$ cat src/rtl/ctrl_fsm.sv
// ctrl_fsm: multicycle RV32IM control unit.
// Decodes the instruction register and sequences fetch/decode/execute/
// memory/writeback, one step per state. Drives datapath mux selects, write
// enables, the memory request handshake and the 4-bit ALU opcode; consumes
// the ALU zero flag to resolve branches.
// Ports:
//   clk, rst_n          clock, asynchronous active-low reset
//   instr[31:0]         instruction register contents
//   zero                ALU zero flag
//   mem_ready           memory accepts/completes the request this cycle
//   mem_req, mem_we     memory request / request is a store
//   adr_src             memory address: 0 PC, 1 ALUOut
//   ir_write, pc_write  IR/old_pc latch, PC update
//   reg_write           register file write of rd
//   alu_src_a/b         ALU operand selects
//   imm_src             immediate format (from instr[6:0])
//   result_src          result bus select
//   alu_ctrl            ALU opcode
//   retire              instruction completes this cycle
//   trap                illegal instruction seen (held until reset)
module ctrl_fsm #(
    parameter bit M_EXT = 1'b1
) (
    input  logic        clk,
    input  logic        rst_n,
    input  logic [31:0] instr,
    input  logic        zero,
    input  logic        mem_ready,
    output logic        mem_req,
    output logic        mem_we,
    output logic        adr_src,
    output logic        ir_write,
    output logic        pc_write,
    output logic        reg_write,
    output logic [1:0]  alu_src_a,
    output logic [1:0]  alu_src_b,
    output logic [2:0]  imm_src,
    output logic [1:0]  result_src,
    output logic [3:0]  alu_ctrl,
    output logic        retire,
    output logic        trap
);

    localparam int unsigned ALU_W = 4;

    localparam logic [6:0] OP_LOAD   = 7'b0000011;
    localparam logic [6:0] OP_STORE  = 7'b0100011;
    localparam logic [6:0] OP_REG    = 7'b0110011;
    localparam logic [6:0] OP_IMM    = 7'b0010011;
    localparam logic [6:0] OP_BRANCH = 7'b1100011;
    localparam logic [6:0] OP_JAL    = 7'b1101111;
    localparam logic [6:0] OP_JALR   = 7'b1100111;
    localparam logic [6:0] OP_LUI    = 7'b0110111;
    localparam logic [6:0] OP_AUIPC  = 7'b0010111;

    localparam logic [ALU_W-1:0] ALU_ADD = ALU_W'(4'h0);
    localparam logic [ALU_W-1:0] ALU_SUB = ALU_W'(4'h1);
    localparam logic [ALU_W-1:0] ALU_AND = ALU_W'(4'h2);
    localparam logic [ALU_W-1:0] ALU_OR  = ALU_W'(4'h3);
    localparam logic [ALU_W-1:0] ALU_XOR = ALU_W'(4'h4);
    localparam logic [ALU_W-1:0] ALU_SLL = ALU_W'(4'h5);
    localparam logic [ALU_W-1:0] ALU_SRA = ALU_W'(4'h6);
    localparam logic [ALU_W-1:0] ALU_SLT = ALU_W'(4'h7);
    localparam logic [ALU_W-1:0] ALU_EQ  = ALU_W'(4'h8);
    localparam logic [ALU_W-1:0] ALU_NEQ = ALU_W'(4'h9);
    localparam logic [ALU_W-1:0] ALU_GE  = ALU_W'(4'hA);
    localparam logic [ALU_W-1:0] ALU_LTU = ALU_W'(4'hB);
    localparam logic [ALU_W-1:0] ALU_GEU = ALU_W'(4'hC);
    localparam logic [ALU_W-1:0] ALU_MUL = ALU_W'(4'hD);
    localparam logic [ALU_W-1:0] ALU_DIV = ALU_W'(4'hE);
    localparam logic [ALU_W-1:0] ALU_REM = ALU_W'(4'hF);

    typedef enum logic [3:0] {
        S_FETCH, S_DECODE, S_MEM_ADR, S_MEM_RD, S_MEM_WB, S_MEM_WR,
        S_EXEC_R, S_EXEC_I, S_ALU_WB, S_BRANCH, S_JALR, S_JAL,
        S_LUI, S_AUIPC, S_TRAP
    } state_e;

    state_e state_q, state_d;

    logic [6:0] opcode;
    logic [2:0] funct3;
    logic [6:0] funct7;
    logic       unused_instr_bits;

    assign opcode = instr[6:0];
    assign funct3 = instr[14:12];
    assign funct7 = instr[31:25];
    assign unused_instr_bits = ^{instr[24:15], instr[11:7]};

    logic [ALU_W-1:0] alu_r, alu_i, alu_b;
    logic             legal_r, legal_i, legal_b;

    // Register-register operation decode
    always_comb begin
        alu_r   = ALU_ADD;
        legal_r = 1'b1;
        if (funct7 == 7'b0000000) begin
            case (funct3)
                3'b000:  alu_r = ALU_ADD;
                3'b001:  alu_r = ALU_SLL;
                3'b010:  alu_r = ALU_SLT;
                3'b011:  alu_r = ALU_LTU;
                3'b100:  alu_r = ALU_XOR;
                3'b110:  alu_r = ALU_OR;
                3'b111:  alu_r = ALU_AND;
                default: legal_r = 1'b0;   // SRL not supported
            endcase
        end else if (funct7 == 7'b0100000) begin
            case (funct3)
                3'b000:  alu_r = ALU_SUB;
                3'b101:  alu_r = ALU_SRA;
                default: legal_r = 1'b0;
            endcase
        end else if (M_EXT && (funct7 == 7'b0000001)) begin
            case (funct3)
                3'b000:  alu_r = ALU_MUL;
                3'b100:  alu_r = ALU_DIV;
                3'b110:  alu_r = ALU_REM;
                default: legal_r = 1'b0;
            endcase
        end else begin
            legal_r = 1'b0;
        end
    end

    // Register-immediate decode; funct7 only qualifies the shifts
    always_comb begin
        alu_i   = ALU_ADD;
        legal_i = 1'b1;
        case (funct3)
            3'b000: alu_i = ALU_ADD;
            3'b001: begin
                if (funct7 == 7'b0000000) alu_i = ALU_SLL;
                else                      legal_i = 1'b0;
            end
            3'b010: alu_i = ALU_SLT;
            3'b011: alu_i = ALU_LTU;
            3'b100: alu_i = ALU_XOR;
            3'b101: begin
                if (funct7 == 7'b0100000) alu_i = ALU_SRA;
                else                      legal_i = 1'b0;
            end
            3'b110: alu_i = ALU_OR;
            default: alu_i = ALU_AND;
        endcase
    end

    // Branch compare decode; ALU result 1 means taken
    always_comb begin
        alu_b   = ALU_ADD;
        legal_b = 1'b1;
        case (funct3)
            3'b000:  alu_b = ALU_EQ;
            3'b001:  alu_b = ALU_NEQ;
            3'b100:  alu_b = ALU_SLT;
            3'b101:  alu_b = ALU_GE;
            3'b110:  alu_b = ALU_LTU;
            3'b111:  alu_b = ALU_GEU;
            default: legal_b = 1'b0;
        endcase
    end

    // Immediate format follows the opcode in every state
    always_comb begin
        case (opcode)
            OP_STORE:         imm_src = 3'b001;
            OP_BRANCH:        imm_src = 3'b010;
            OP_LUI, OP_AUIPC: imm_src = 3'b011;
            OP_JAL:           imm_src = 3'b100;
            default:          imm_src = 3'b000;
        endcase
    end

    assign trap = (state_q == S_TRAP);

    // State register
    always_ff @(posedge clk or negedge rst_n) begin
        if (!rst_n) state_q <= S_FETCH;
        else        state_q <= state_d;
    end

    // Next state and datapath controls
    always_comb begin
        state_d    = state_q;
        mem_req    = 1'b0;
        mem_we     = 1'b0;
        adr_src    = 1'b0;
        ir_write   = 1'b0;
        pc_write   = 1'b0;
        reg_write  = 1'b0;
        alu_src_a  = 2'b00;
        alu_src_b  = 2'b00;
        result_src = 2'b00;
        alu_ctrl   = ALU_ADD;
        retire     = 1'b0;
        case (state_q)
            S_FETCH: begin
                mem_req    = 1'b1;
                alu_src_b  = 2'b10;
                result_src = 2'b10;
                if (mem_ready) begin
                    ir_write = 1'b1;
                    pc_write = 1'b1;
                    state_d  = S_DECODE;
                end
            end
            S_DECODE: begin
                // old_pc + imm precomputes the branch/JAL target into ALUOut
                alu_src_a = 2'b01;
                alu_src_b = 2'b01;
                case (opcode)
                    OP_LOAD, OP_STORE: state_d = S_MEM_ADR;
                    OP_REG:            state_d = S_EXEC_R;
                    OP_IMM:            state_d = S_EXEC_I;
                    OP_BRANCH:         state_d = S_BRANCH;
                    OP_JAL:            state_d = S_JAL;
                    OP_JALR:           state_d = S_JALR;
                    OP_LUI:            state_d = S_LUI;
                    OP_AUIPC:          state_d = S_AUIPC;
                    default:           state_d = S_TRAP;
                endcase
            end
            S_MEM_ADR: begin
                alu_src_a = 2'b10;
                alu_src_b = 2'b01;
                state_d   = (opcode == OP_LOAD) ? S_MEM_RD : S_MEM_WR;
            end
            S_MEM_RD: begin
                mem_req = 1'b1;
                adr_src = 1'b1;
                if (mem_ready) state_d = S_MEM_WB;
            end
            S_MEM_WB: begin
                result_src = 2'b01;
                reg_write  = 1'b1;
                retire     = 1'b1;
                state_d    = S_FETCH;
            end
            S_MEM_WR: begin
                mem_req = 1'b1;
                mem_we  = 1'b1;
                adr_src = 1'b1;
                if (mem_ready) begin
                    retire  = 1'b1;
                    state_d = S_FETCH;
                end
            end
            S_EXEC_R: begin
                alu_src_a = 2'b10;
                alu_ctrl  = alu_r;
                state_d   = legal_r ? S_ALU_WB : S_TRAP;
            end
            S_EXEC_I: begin
                alu_src_a = 2'b10;
                alu_src_b = 2'b01;
                alu_ctrl  = alu_i;
                state_d   = legal_i ? S_ALU_WB : S_TRAP;
            end
            S_ALU_WB: begin
                reg_write = 1'b1;
                retire    = 1'b1;
                state_d   = S_FETCH;
            end
            S_BRANCH: begin
                alu_src_a = 2'b10;
                alu_ctrl  = alu_b;
                if (legal_b) begin
                    pc_write = !zero;
                    retire   = 1'b1;
                    state_d  = S_FETCH;
                end else begin
                    state_d = S_TRAP;
                end
            end
            S_JALR: begin
                alu_src_a = 2'b10;
                alu_src_b = 2'b01;
                state_d   = S_JAL;
            end
            S_JAL: begin
                // Jump to target in ALUOut while computing the link value
                pc_write  = 1'b1;
                alu_src_a = 2'b01;
                alu_src_b = 2'b10;
                state_d   = S_ALU_WB;
            end
            S_LUI: begin
                alu_src_a = 2'b11;
                alu_src_b = 2'b01;
                state_d   = S_ALU_WB;
            end
            S_AUIPC: begin
                alu_src_a = 2'b01;
                alu_src_b = 2'b01;
                state_d   = S_ALU_WB;
            end
            S_TRAP: state_d = S_TRAP;
            default: state_d = S_FETCH;
        endcase
        // No side effects may escape while reset is held
        if (!rst_n) begin
            mem_req   = 1'b0;
            mem_we    = 1'b0;
            ir_write  = 1'b0;
            pc_write  = 1'b0;
            reg_write = 1'b0;
            retire    = 1'b0;
        end
    end

endmodule

$ cat config.mk
export PLATFORM = sky130hd
export DESIGN_NAME = ctrl_fsm
export DESIGN_NICKNAME = d
export VERILOG_FILES = /design/src/rtl/ctrl_fsm.sv
export SDC_FILE = /design/constraint.sdc
export NUM_CORES = 1
export LEC_CHECK = 0
export ABC_AREA = 1
export CAP_MARGIN = 10
export CORE_MARGIN = 5
export CORE_UTILIZATION = 44
export CTS_BUF_LIST = sky130_fd_sc_hd__clkbuf_4
export CTS_CLUSTER_SIZE = 25
export DETAILED_ROUTE_END_ITERATION = 8
export PLACE_DENSITY = 0.89
export SLEW_MARGIN = 30
export SYNTH_ARGS = -nofsm -noshare
export SYNTH_HDL_FRONTEND = slang
export SYNTH_SLANG_ARGS = --single-unit
export TNS_END_PERCENT = 1
$ cat constraint.sdc
create_clock -name clk -period 2.1 [get_ports clk]
set_clock_uncertainty 0.05 [all_clocks]
set_input_delay 0.21 -clock clk [delete_from_list [all_inputs] [get_ports clk]]
set_output_delay 0.21 -clock clk [all_outputs]
set_load 0.01 [all_outputs]
; ---- Word level (Yosys, flattened, before mapping)
; Index checks and enable logic that the tools add are counted.
; W data, S select, Z words.
[op_classes]
eq_ne = 35
muxes = 50
n_reduce_logical = 19
[ops]
columns = operator, n
row1 = $pmux W4 S6, 2
row2 = $pmux W4 S11, 1
row3 = $pmux W4 S8, 1
row4 = $eq A4 B4 Y1 const B, 7
row5 = $eq A7 B6 Y1 const B, 4
row6 = $mux W4, 7
row7 = $pmux W4 S7, 1
row8 = $pmux W4 S3, 2
row9 = $mux W1, 23
row10 = $eq A7 B7 Y1 const B, 3
row11 = $eq A4 B3 Y1 const B, 4
row12 = $mux W3, 5
row13 = $eq A7 B5 Y1 const B, 2
row14 = $eq A3 B3 Y1 const B, 4
row15 = $pmux W3 S4, 1
row16 = $reduce_or A2 Y1, 6
row17 = $reduce_or A3 Y1, 4
row18 = $reduce_or A6 Y1, 2
row19 = $eq A4 B2 Y1 const B, 2
row20 = $pmux W2 S2, 2
row21 = $eq A7 B1 Y1 const B, 1
row22 = $eq A7 B2 Y1 const B, 1
row23 = $logic_not A7 Y1, 1
row24 = $reduce_or A7 Y1, 1
row25 = 13 further kinds, 17
[totals]
regBits = 4
in_bits = 36
out_inout_bits = 21

; ---- Depth between registers and ports, before layout
[logic_depth]
ltp_word = 8
ltp_mapped = 12
mapped_depth_nobuf = 11

; ---- Worst setup path after synthesis
; Ideal clock, no wire load.
[synth_timing]
path_type = reg2out
from = register state_q[0]
to = output port ir_write
arrival_time_ns = 1.167
required_ns = 1.840
slack_ns = 0.673
stages_incl_launch_ff = 6
path_cell_list = dfrtp_1 -> nor2_1 -> inv_2 -> nor2_2 -> inv_2 -> nor3_1
[synth_between]
elab_chain_len = 3
[synth_lines]
columns = item, line_no
row1 = start: declaration, 79  ; state_e state_q, state_d;
row2 = start signal: assignment, 180  ; else state_q <= state_d;
row3 = $logic_not A4 Y1, 197  ; case (state_q)
row4 = $mux W1, 197
row5 = $mux W1, 302  ; if (!rst_n) begin
row6 = end: declaration, 32  ; output logic ir_write,
; Every way passes these cells.

; ---- Final worst setup path
[layout_timing]
from = register state_q[2]
to = output port pc_write
[layout_between]
elab_chain_len = 3
word_cells_on_any_way = 5
cone_classes = eq/ne (2) / mux (2) / reduce/logical (1)
[layout_lines]
columns = item, line_no
row1 = $eq A4 B4 Y1 or $logic_not A4 Y1 (tied branches), 197
row2 = $pmux W1 S3 (*), 197
row3 = $mux W1 (*), 302
row4 = end: declaration, 33  ; output logic pc_write,
; Mark *: on every way between the ends. The rest lies on a longest branch, timed or not.

==> results.toml <==
[outcome]
status = "finished, final reports clean"

[yosys]
netlist_top_cells_count = "nand2_1, inv_1, nor2_1"
synth_most_common_cell = "nand2_1"
synth_area_per_cell_sq_um = 5.199
seq_area_frac_synth = 0.09346
synth_top_area_frac = 0.2103
ys.flop_type = "dfrtp_1"
ys_async_sr_fraction = 1.000
yosys_warnings = 0
syn-cell-area_sq_um = 1071
synth_edf_count = 0
netlist_instances = 206
synth_area_leaders = "nand2_1, inv_1, nor2_1"
synth_cell_types = 24
synth_top_cell_by_area = "nand2_1"
synth_seq_cells = 4
syn-num-nets = 242

[route]
dr.pass1.iters = 4
routed_wl_microns = 3446
routed_via_density = 5.037
num_vias = 1511
ant_nets = 0
drtIter0Drc = 86
wire_per_inst_microns = 11.49
drcViolationCount = 0

[clock_network]
clk_path_buf_depth = 2
cts_buffers = 3
insertion_delay_ps = 240
post_cts_buffers = 0
root_buffer = "clkbuf_4"
cts_hold_buf = 0
cts_tree = "done"
clk_pin_slew_worst_paths_ps = 40
cts.sinks = 4
h-tree-depth = 1

[setup_path]
path_class = "register to output port"
worstPathArrival_ps = 1790
crit_buf_inv = 2
slowest_delay_ps = 430
worst_path_most_repeated_cell = "nand2_1"
cp_top_family = "simple AND/OR/NAND/NOR gates"
r2r-end = "state_q[2]$_DFFE_PN0P_"
cp_slowest_cell = "dfrtp_2"
crit_path_end_kind = "output port"
regToRegStartpoint = "state_q[3]$_DFFE_PN0P_"
reg2reg_setup_slack_ps = 580
cp-start-kind = "register"
worstRegToRegCells = 10
cp_cell_sequence = "inv_2 > nand2_1 > nor2_4 > nand2_1 > o21ai_0 > a21oi_1 > nor2_1 > dlygate4sd2_1"
path_max_fanout = 6
critical_path_required_ps = 1840

[die]
design.core.area_sq_um = 2276
io_pins = 57
die_h_microns = 59.34
die_width_microns = 59.34
start_util = 0.4706
dieArea_sq_um = 3521
placement_rows = 17

[sta]
finalSetupViolations = 0
rsz0062_at_grt = "true"
slew_headroom = 0.8326
setup_tns_ps = 0
fmax_ghz = 0.4878
min_period_over_period = 0.9762
period_minus_slack_ps = 2050
slew_viol_final = 0
finalHoldViolCount = 0
worstMarginPinSlew_ps = 250.2
worst_hold_slack_ps = 231.0

[placement]
place_hpwl_microns = 2918
place_congestion = 0.9219
dp_cells = 297
io_buffers = 41

[cells_and_area]
drive_gt1_frac = 0.2537
largest_reg_flops = 4
insertedDiodeCount = 0
final_cells = 300
nFillCells = 178
top_regs = "state_q (4)"
regMostFlops = "state_q"
area_growth_pct = 61.92
nNetsFinal = 310

[grt]
grt_pass1_vias = 1463
grt_max_degree = 8
gr-total-overflow = 0
antenna_found_initial = 0
grt_pass1_wl_microns = 5947
grtUsageTotal = 0.2063

[power]
ir_worst_vdd_v = 0.0007693
power_density_nw_per_um2 = 735.9
leakagePower_nw = 0.9965
fin_total_pwr_mw = 1.276

[flow_run]
maxCapViolCount = 0

[min_path]
min_path_type = "input port to async pin"
[where the power goes]
group          internal (mW)  switching, mW
Combinational          0.438          0.563
Clock                 0.0642         0.0350
Sequential             0.118         0.0579
[worst max path at each step]
stage | from | cells past startpoint | endpoint
2_1_floorplan | state_q[0]$_DFFE_PN0P_ | 5 | ir_write
3_3_place_gp | instr[30] | 9 | alu_ctrl[3]
6_report | state_q[2]$_DFFE_PN0P_ | 8 | pc_write
4_1_cts | state_q[3]$_DFFE_PN0P_ | 8 | mem_req
3_5_place_dp | instr[30] | 9 | alu_ctrl[3]
5_1_grt | state_q[2]$_DFFE_PN0P_ | 8 | pc_write
[repair_timing]
item,CTS,global route
resized for setup,14,11
endpoints found under the hold margin,0,0
pin swaps,2,2
endpoints found under the setup margin,8,12
[metrics by stage]
stage               worst slack, ps  instance area, sq um  utilization
CTS                          -122.1                  1703       0.7482
finish                        49.88                  1734       0.7620
floorplan                     672.9                  1071            -
detailed placement           -188.6                  1678       0.7372
global route                 -33.07                  1734       0.7620
global placement             -168.4                  1678       0.7372
[layer usage]
| layer | part of all wire | vias up | wire length [microns] | GRT usage |
|---|---|---|---|---|
| li1 | - | 787 | - | - |
| met1 | 0.43 | 665 | 1491 | 0.2831 |
| met2 | 0.49 | 56 | 1705 | 0.3385 |
| met3 | 0.067 | 3 | 232 | 0.02397 |
| met4 | 0.0046 | 0 | 16 | 0.05178 |
| met5 | 0 | - | 0 | 0 |
[placed cells by master (no fill, tap or decap), types with 5 or more instances in the layout]
cell type	instances
nor2_2	6
inv_1	30
nand2_2	7
nor2_4	7
nor2_1	25
o21ai_0	8
inv_2	13
dlygate4sd2_1	8
nor3_1	5
clkdlybuf4s50_1	29
buf_4	23
nand2_1	58
nand3_1	16
[layout make-up]
type                    instances  area [sq um]  share of cell area
well taps                      28         35.03             0.02020
multi-input cells             158         830.8              0.4791
inverters                      43         161.4             0.09307
repair buffers                 64         580.6              0.3348
clock buffers                   3         22.52             0.01299
flip-flops and latches          4         103.9             0.05988
[cells by family after synthesis]
kind of cell | count (synthesis) | synth area share
AO/OA/AOI/OAI | 25 | 0.1449
buffers and inverters | 44 | 0.1612
flip-flops | 4 | 0.09346
AND/OR/NAND/NOR | 133 | 0.6005
(Power assumes the default switching activity.)
